**src/rtl/mips_pkg.sv**
```systemverilog
// Shared types and constants for the MIPS fetch-side PC logic.
package mips_pkg;

  typedef enum logic [1:0] {
    BOOT = 2'd0,
    RUN  = 2'd1,
    HALT = 2'd2
  } pcState_e;

  localparam logic [31:0] PC_INC          = 32'd4;
  localparam logic [31:0] ADDR_ALIGN_MASK = 32'hFFFF_FFFC;

  function automatic logic isAligned(input logic [31:0] addr);
    return (addr & ~ADDR_ALIGN_MASK) == 32'd0;
  endfunction

  function automatic logic [31:0] alignAddr(input logic [31:0] addr);
    return addr & ADDR_ALIGN_MASK;
  endfunction

endpackage

```
**src/rtl/pc_target_mux.sv**
```systemverilog
// Next-PC priority select (jr > jump > branch > sequential) with alignment check.
module pc_target_mux
  import mips_pkg::*;
#(
  parameter bit FAULT_EN = 1'b1
) (
  input  logic        [31:0] pcPlus4,
  input  logic               jump,
  input  logic        [31:0] jumpTarget,
  input  logic               branchTaken,
  input  logic signed [31:0] branchOffset,
  input  logic               jr,
  input  logic        [31:0] jrTarget,
  output logic        [31:0] nextPc,
  output logic               redirect,
  output logic               misaligned
);

  logic        [31:0] rawTarget;
  logic signed [31:0] branchSum;

  // Branch target wraps modulo 2^32; the signed add makes the offset intent explicit.
  assign branchSum = $signed(pcPlus4) + branchOffset;

  always_comb begin
    rawTarget = pcPlus4;
    if (jr) begin
      rawTarget = jrTarget;
    end else if (jump) begin
      rawTarget = jumpTarget;
    end else if (branchTaken) begin
      rawTarget = $unsigned(branchSum);
    end
  end

  assign redirect = jr | jump | branchTaken;

  // Without fault trapping the low address bits are simply dropped.
  assign misaligned = FAULT_EN && redirect && !isAligned(rawTarget);
  assign nextPc     = FAULT_EN ? rawTarget : alignAddr(rawTarget);

endmodule

```
**src/rtl/pc_next_unit.sv**
```systemverilog
// Registered program counter with BOOT/RUN/HALT control, stall hold, flush pulse and misalignment fault.
module pc_next_unit
  import mips_pkg::*;
#(
  parameter logic [31:0] RESET_VECTOR = 32'h0000_0000,
  parameter bit          FAULT_EN     = 1'b1
) (
  input  logic        clk,
  input  logic        reset,
  input  logic        stall,
  input  logic        jump,
  input  logic [31:0] jump_target,
  input  logic        branch_taken,
  input  logic [31:0] branch_offset,
  input  logic        jr,
  input  logic [31:0] jr_target,
  output logic [31:0] pc,
  output logic [31:0] pc_plus4,
  output logic        pc_valid,
  output logic        flush,
  output logic        fault,
  output logic [31:0] fault_addr
);

  pcState_e    state, stateNext;
  logic [31:0] pcReg, pcNext;
  logic        validReg, validNext;
  logic        flushReg, flushNext;
  logic        faultReg, faultNext;
  logic [31:0] faultAddrReg, faultAddrNext;

  logic [31:0] muxPc;
  logic        muxRedirect;
  logic        muxMisaligned;

  assign pc_plus4 = pcReg + PC_INC;

  pc_target_mux #(
    .FAULT_EN (FAULT_EN)
  ) targetMux (
    .pcPlus4      (pc_plus4),
    .jump         (jump),
    .jumpTarget   (jump_target),
    .branchTaken  (branch_taken),
    .branchOffset ($signed(branch_offset)),
    .jr           (jr),
    .jrTarget     (jr_target),
    .nextPc       (muxPc),
    .redirect     (muxRedirect),
    .misaligned   (muxMisaligned)
  );

  always_comb begin
    stateNext     = state;
    pcNext        = pcReg;
    validNext     = validReg;
    flushNext     = 1'b0;
    faultNext     = faultReg;
    faultAddrNext = faultAddrReg;
    case (state)
      BOOT: begin
        stateNext = RUN;
        validNext = 1'b1;
      end
      RUN: begin
        // Flush only marks the first cycle a redirect target is visible, so a stall drops it.
        if (!stall) begin
          if (muxMisaligned) begin
            stateNext     = HALT;
            validNext     = 1'b0;
            faultNext     = 1'b1;
            faultAddrNext = muxPc;
          end else begin
            pcNext    = muxPc;
            flushNext = muxRedirect;
          end
        end
      end
      HALT: begin
        validNext = 1'b0;
      end
      default: begin
        stateNext = HALT;
        validNext = 1'b0;
      end
    endcase
  end

  always_ff @(posedge clk) begin
    if (reset) begin
      state        <= BOOT;
      pcReg        <= RESET_VECTOR;
      validReg     <= 1'b0;
      flushReg     <= 1'b0;
      faultReg     <= 1'b0;
      faultAddrReg <= 32'd0;
    end else begin
      state        <= stateNext;
      pcReg        <= pcNext;
      validReg     <= validNext;
      flushReg     <= flushNext;
      faultReg     <= faultNext;
      faultAddrReg <= faultAddrNext;
    end
  end

  assign pc         = pcReg;
  assign pc_valid   = validReg;
  assign flush      = flushReg;
  assign fault      = faultReg;
  assign fault_addr = faultAddrReg;

endmodule

```
**config.mk**
```make
export PLATFORM = sky130hd
export DESIGN_NAME = pc_next_unit
export DESIGN_NICKNAME = d
export VERILOG_FILES = /design/src/rtl/mips_pkg.sv /design/src/rtl/pc_target_mux.sv /design/src/rtl/pc_next_unit.sv
export SDC_FILE = /design/constraint.sdc
export NUM_CORES = 1
export LEC_CHECK = 0
export CORE_MARGIN = 3
export CORE_UTILIZATION = 25
export CTS_BUF_LIST = sky130_fd_sc_hd__clkbuf_8 sky130_fd_sc_hd__clkbuf_16
export DETAILED_ROUTE_END_ITERATION = 6
export GPL_ROUTABILITY_DRIVEN = 0
export PLACE_DENSITY = 0.53
export SLEW_MARGIN = 10
export SYNTH_ARGS = -nofsm -noshare
export SYNTH_HDL_FRONTEND = slang
export SYNTH_SLANG_ARGS = --single-unit
```
**constraint.sdc**
```tcl
create_clock -name clk -period 3.3 [get_ports clk]
set_clock_uncertainty 0.2 [all_clocks]
set_input_delay 0.66 -clock clk [delete_from_list [all_inputs] [get_ports clk]]
set_output_delay 0.66 -clock clk [all_outputs]
set_load 0.03 [all_outputs]
```
After elaboration in Yosys (flattened, before gate mapping). Index checks and enable logic that the tools add are counted.

$add $sub $neg: 2. Equal/unequal tests: 4. Mux-type cells: 9. Bitwise gates (word level): 6. Reductions and logical operators: 9.

Operators by type and width (count): $mux 32 (3); $add 32x3->32 const B (1); $add 32x32->32 (1); $logic_not 32->1 (1); $reduce_and 3->1 (3); $pmux 2 s3 (1); $mux 2 (2); $ne 2x2->1 const B (2); $not 1->1 (4); $reduce_or 4->1 (1); $eq 2x1->1 const B (1); $eq 2x2->1 const B (1); $logic_not 2->1 (1); $mux 1 (2); $or 1x1->1 (2); $pmux 1 s2 (1); $reduce_and 2->1 (1); $logic_and 1x1->1 (1); $logic_not 1->1 (1).

Bits in registers: 69. Input port bits: 102. Output and inout bits: 99. Word-level logic and storage cells: 36.

Depth between registers and ports, before layout.
Depth after elaboration: 11. Mapped depth: 16.

By module. From an unflattened synthesis, not the netlist that was laid out.

Cell total of the unflattened synthesis: 773. Area total of the unflattened synthesis: 5481.5 µm².

Modules (own cells, without submodules): pc_next_unit (instances 1, cells each 384, area an instance 2932.8 µm², sequential area each 1381.3 µm²); pc_target_mux (instances 1, cells each 389, area an instance 2548.7 µm², sequential area each 0.0 µm²).

Least setup slack after synthesis. No wires, ideal clock.

Path type: register to register. Start: register pcReg[4], in the netlist pc[4]. End: register faultAddrReg[27], in the netlist fault_addr[27]. Arrival time: 3.920 ns. Slack: -0.911 ns. Cell stages (with the launch flop): 16. Cell sequence: dfxtp_1 > and4_1 > buf_2 > nand4_4 > nor2_1 > and3_1 > xor2_1 > ha_1 > a21oi_1 > o21ai_0 > a311oi_1 > a211oi_1 > nor2b_1 > xor2_1 > a211o_1 > a311oi_1.

Word-level cells in the longest chain between the ends: 5.

Ends and longest elaborated chain: start: declaration (RTL line pc_next_unit.sv:26) `logic [31:0] pcReg, pcNext;`; start signal: assignment (RTL line pc_next_unit.sv:99) `pcReg <= pcNext;`; $add 32x3->32 (RTL line pc_next_unit.sv:36) `assign pc_plus4 = pcReg + PC_INC;`; named net pc_plus4[22] (RTL line pc_next_unit.sv:18) `output logic [31:0] pc_plus4,`; $add 32x32->32 (RTL line pc_target_mux.sv:23) `assign branchSum = $signed(pcPlus4) + branchOffset;`; $mux 32 (RTL line pc_target_mux.sv:31) `end else if (branchTaken) begin`; $mux 32 (RTL line pc_target_mux.sv:29) `end else if (jump) begin`; $mux 32 (RTL line pc_target_mux.sv:27) `if (jr) begin`; end signal: assignment (RTL line pc_next_unit.sv:103) `faultAddrReg <= faultAddrNext;`; end: declaration (RTL line pc_next_unit.sv:30) `logic [31:0] faultAddrReg, faultAddrNext;`.

The timed path passes the listed nets, and every way through them passes these cells. A chain may end at the register's enable or synchronous reset.

Worst setup path after layout.
Start: register pcReg[5], in the netlist pc[5]. End: register pcReg[23], in the netlist pc[23].

Word-level cells in the longest chain between the ends: 5.

Ends and longest elaborated chain (RTL line): $add 32x3->32 (*) (pc_next_unit.sv:36); $add 32x32->32 (pc_target_mux.sv:23); $mux 32 (*) (pc_target_mux.sv:31); $mux 32 (*) (pc_target_mux.sv:29); $mux 32 (*) (pc_target_mux.sv:27).

Every way passes the cells marked *; elsewhere a longest branch is shown, timed or not.

==> metrics.csv <==
metric;value;unit
fillers;1993;
worst hold slack;0.264;ns
total power;0.00368;W
CP Cell Sequence;and4_4 -> buf_6 -> nand4_1 -> nor2_2 -> xor2_2 -> ha_1 -> buf_6 -> nand4_1 -> o211ai_1 -> a21oi_2 -> buf_4 -> a21oi_4 -> and3_1 -> o41a_1 -> a211oi_2;
GRT Overall Usage;23.4;%
Gate power share;46.2;%
Post-synth EDFFs;0;
CTS tree;done;
Die W;157;µm
Sequential Power Share;25.1;%
nets;1337;
First-pass DRT Iterations;5;
dpl cell area;0.0102;mm²
detailed-route via count;7759;
Die Y;157;µm
largest net degree at the start of global routing;28;
Via density;5.24;
crit path time final;3.71;ns
Critical Path Slowest Stage Cell;o41a_1;
num rows;54;
io pins;201;
grt total ovfl;0;
WP buf/inv;3;
Clk Latency, worst-skew pair;0.33;ns
Layout Cells excl Fill;1480;
n_diodes;0;
Worst-Margin Slew;0.546;ns
DR iter-0 viols;608;
Gate Count Post-Synth;754;
vias in the first global route;7589;
Yosys Warn Count;0;
worst min path class;flop to flop;
Pwr per Cell Area;308;mW/mm²
Clock power frac;28.7;%
Post-synth top flop;dfxtp_1;
Post-Syn Area per Cell;7.52;µm²
Worst-path clk slew;0.06;ns
Root Buffer;clkbuf_16;
Leakage;5.02;nW
Crit path depth;15;
switching pwr;0.00129;W
Sw Ratio;34.9;%
setup TNS;-9.86;ns
placed cell count;1423;
initial core utilization;25.8;%
Post-synth ARST share;0;%
Data required, critical path;3.34;ns
Reg2Reg Launch Point;pc[5];
crit path capture type;flop;
Remaining DRCs;0;
Int Pwr;0.00239;W
status;finished with violations;
Detail Route Antenna Nets;0;
core area;0.0220;mm²
syn nets;896;
Crit Path Max Fanout;3;
Setup Viol. Count Final;43;
Layout area overhead;111;%
DIE AREA;0.0245;mm²
unique cell type count in the Yosys netlist;68;
design area;0.0120;mm²
Worst IR Drop VDD;264;µV
area share of the largest cell type after synthesis;24.3;%
PnR worst setup slack;-0.413;ns
CTS sink count;69;
Max transition margin;63.6;%
Post-Syn Area;0.00567;mm²
DPL Wire Length;23.5;mm
number of CTS-inserted buffers;9;
Setup crit start;pc[5];
Min-Delay Path Depth;2;
initial antenna violation count;0;
failing checks;negative setup slack;
area leader, netlist;dfxtp_1;
f_max;269;MHz
WP data arrival;3.75;ns
# hold bufs at CTS;0;
share of cells above drive strength 1;45.1;%
Hold Path Origin;fault_addr[20];
R2R cell count;15;
total wire length;30.3;mm
htree depth;3;
crit-path leading delay family;compound AO/OA/AOI/OAI gates;
sequential fraction of the synthesis area;24.3;%
clock buffer depth;2;
Worst setup SP type;flop;
final worst-path cycle share;113;%
Synth Register Bits;69;
RSZ-0062 raised after global routing;yes;
Max Cap Viol;0;
max-slew violation count;0;
Port Buffers;200;
final hold violations;0;
first-pass GRT wire length;44.2;mm
Crit Path Category;flop to flop;
WL/cell;20.5;µm
CP peak stage delay;0.40;ns
Area contributors post-synth;dfxtp_1 24%, ha_1 8.6%, nor2_1 6.0%, nand2_1 5.3%, a21oi_1 5.2%;
power groups by stage:
stage               Clock, W  Sequential (W)  Combinational (W)
floorplan                  0         0.00105           0.000571
global placement           0        0.000941            0.00142
detailed placement         0        0.000940            0.00142
CTS                  0.00107        0.000924            0.00156
global route         0.00111        0.000930            0.00179
finish               0.00106        0.000923            0.00170
sequential cells by signal, indices dropped and copies added, names as in the netlist:
| register | cells |
|---|---|
| fault | 1 |
| fault_addr | 32 |
| flush | 1 |
| pc | 32 |
| pc_valid | 1 |
| state | 2 |
metal layers:
metal	track usage, %	vias up	routed length (µm)
li1	-	3673	-
met1	33.9	3715	13800
met2	36.2	330	13700
met3	4.20	41	2260
met4	5.46	0	552
met5	0	-	0
area by class of cell:
cell class | count | area, µm² | area share, %
Sequential cell | 69 | 1450 | 12.1
Tap cell | 280 | 350 | 2.93
Timing Repair Buffer | 477 | 4250 | 35.5
Clock buffer | 10 | 250 | 2.09
Multi-Input combinational cell | 619 | 5520 | 46.1
Clock inverter | 6 | 77.6 | 0.649
Inverter | 19 | 73.8 | 0.617
synth_stat cells (5+ instances only):
library cell and instances:
mux2i_1 11, xnor2_1 28, nor3_1 26, and3_1 6, ha_1 39, xor2_1 20
and4_1 7, a311oi_1 13, clkbuf_1 35, nand2b_1 6, dfxtp_1 69, nand4_1 13
nand3_1 17, a211o_1 5, o22ai_1 11, inv_1 18, o211ai_1 11, buf_1 7
a211oi_1 33, a221oi_1 6, nand2_1 80, o21ai_0 44, nor2_1 91, nand3b_1 5
a21o_1 13, a21oi_1 59
worst register-to-register path: cells and delay by family, from the launching register on:
| family | cells | cell delay (ns) |
|---|---|---|
| adder cells (fa/ha/maj) | 1 | 0.33 |
| flip-flops | 1 | 0.34 |
| AND/OR/NAND/NOR | 5 | 0.90 |
| buffers and inverters | 3 | 0.45 |
| AO/OA/AOI/OAI | 5 | 1.08 |
| XOR/XNOR | 1 | 0.30 |
final timing paths:
kind | slack, ns | to
setup / recovery | -0.41 | pc[23]
hold / removal | 0.26 | fault_addr[20]
setup reg to reg | -0.41 | pc[23]
hold reg to reg | 0.26 | fault_addr[20]
metrics by stage:
stage	setup WS, ns	utilization, %
floorplan	-0.324	-
global placement	-0.694	46.3
detailed placement	-0.727	46.3
CTS	-0.315	51.8
global route	-0.475	54.3
finish	-0.413	54.3
cells in the final DEF (no fill, tap or decap), types with 7 or more instances in the layout:
master | synthesis | routed
a211oi_1 | 33 | 12
a211oi_2 | 0 | 19
a21o_1 | 13 | 13
a21oi_1 | 59 | 24
a21oi_2 | 0 | 24
a21oi_4 | 0 | 11
a311oi_1 | 13 | 8
buf_4 | 2 | 244
buf_6 | 0 | 29
clkbuf_16 | 0 | 11
clkdlybuf4s50_1 | 0 | 174
dfxtp_1 | 69 | 48
dfxtp_4 | 0 | 15
dlygate4sd2_1 | 0 | 10
ha_1 | 39 | 21
ha_4 | 0 | 16
inv_1 | 18 | 18
mux2i_1 | 11 | 9
nand2_1 | 80 | 63
nand2_2 | 1 | 14
nand3_1 | 17 | 13
nand4_1 | 13 | 13
nor2_1 | 91 | 83
nor3_1 | 26 | 20
o211ai_1 | 11 | 11
o21ai_0 | 44 | 24
o21ai_1 | 3 | 11
o21ai_2 | 0 | 7
o22ai_1 | 11 | 10
xnor2_1 | 28 | 8
xnor2_2 | 0 | 15
xor2_1 | 20 | 8
xor2_2 | 1 | 7
what timing repair did:
action,in CTS,in global routing
pin swaps,117,56
gates resized for setup,160,101
setup buffers,33,13
cloned,0,1
setup endpoints to repair,78,66
cell families after synthesis:
logic type               Yosys count  synth area share (%)
XOR/XNOR                          49                  7.70
AO/OA/AOI/OAI                    238                  28.3
multiplexers                      15                  2.73
flip-flops                        69                  24.3
buffers and inverters             66                  4.57
adder cells (fa/ha/maj)           40                  8.95
AND/OR/NAND/NOR                  277                  23.4
No activity file was read; power rests on OpenSTA's default activity.
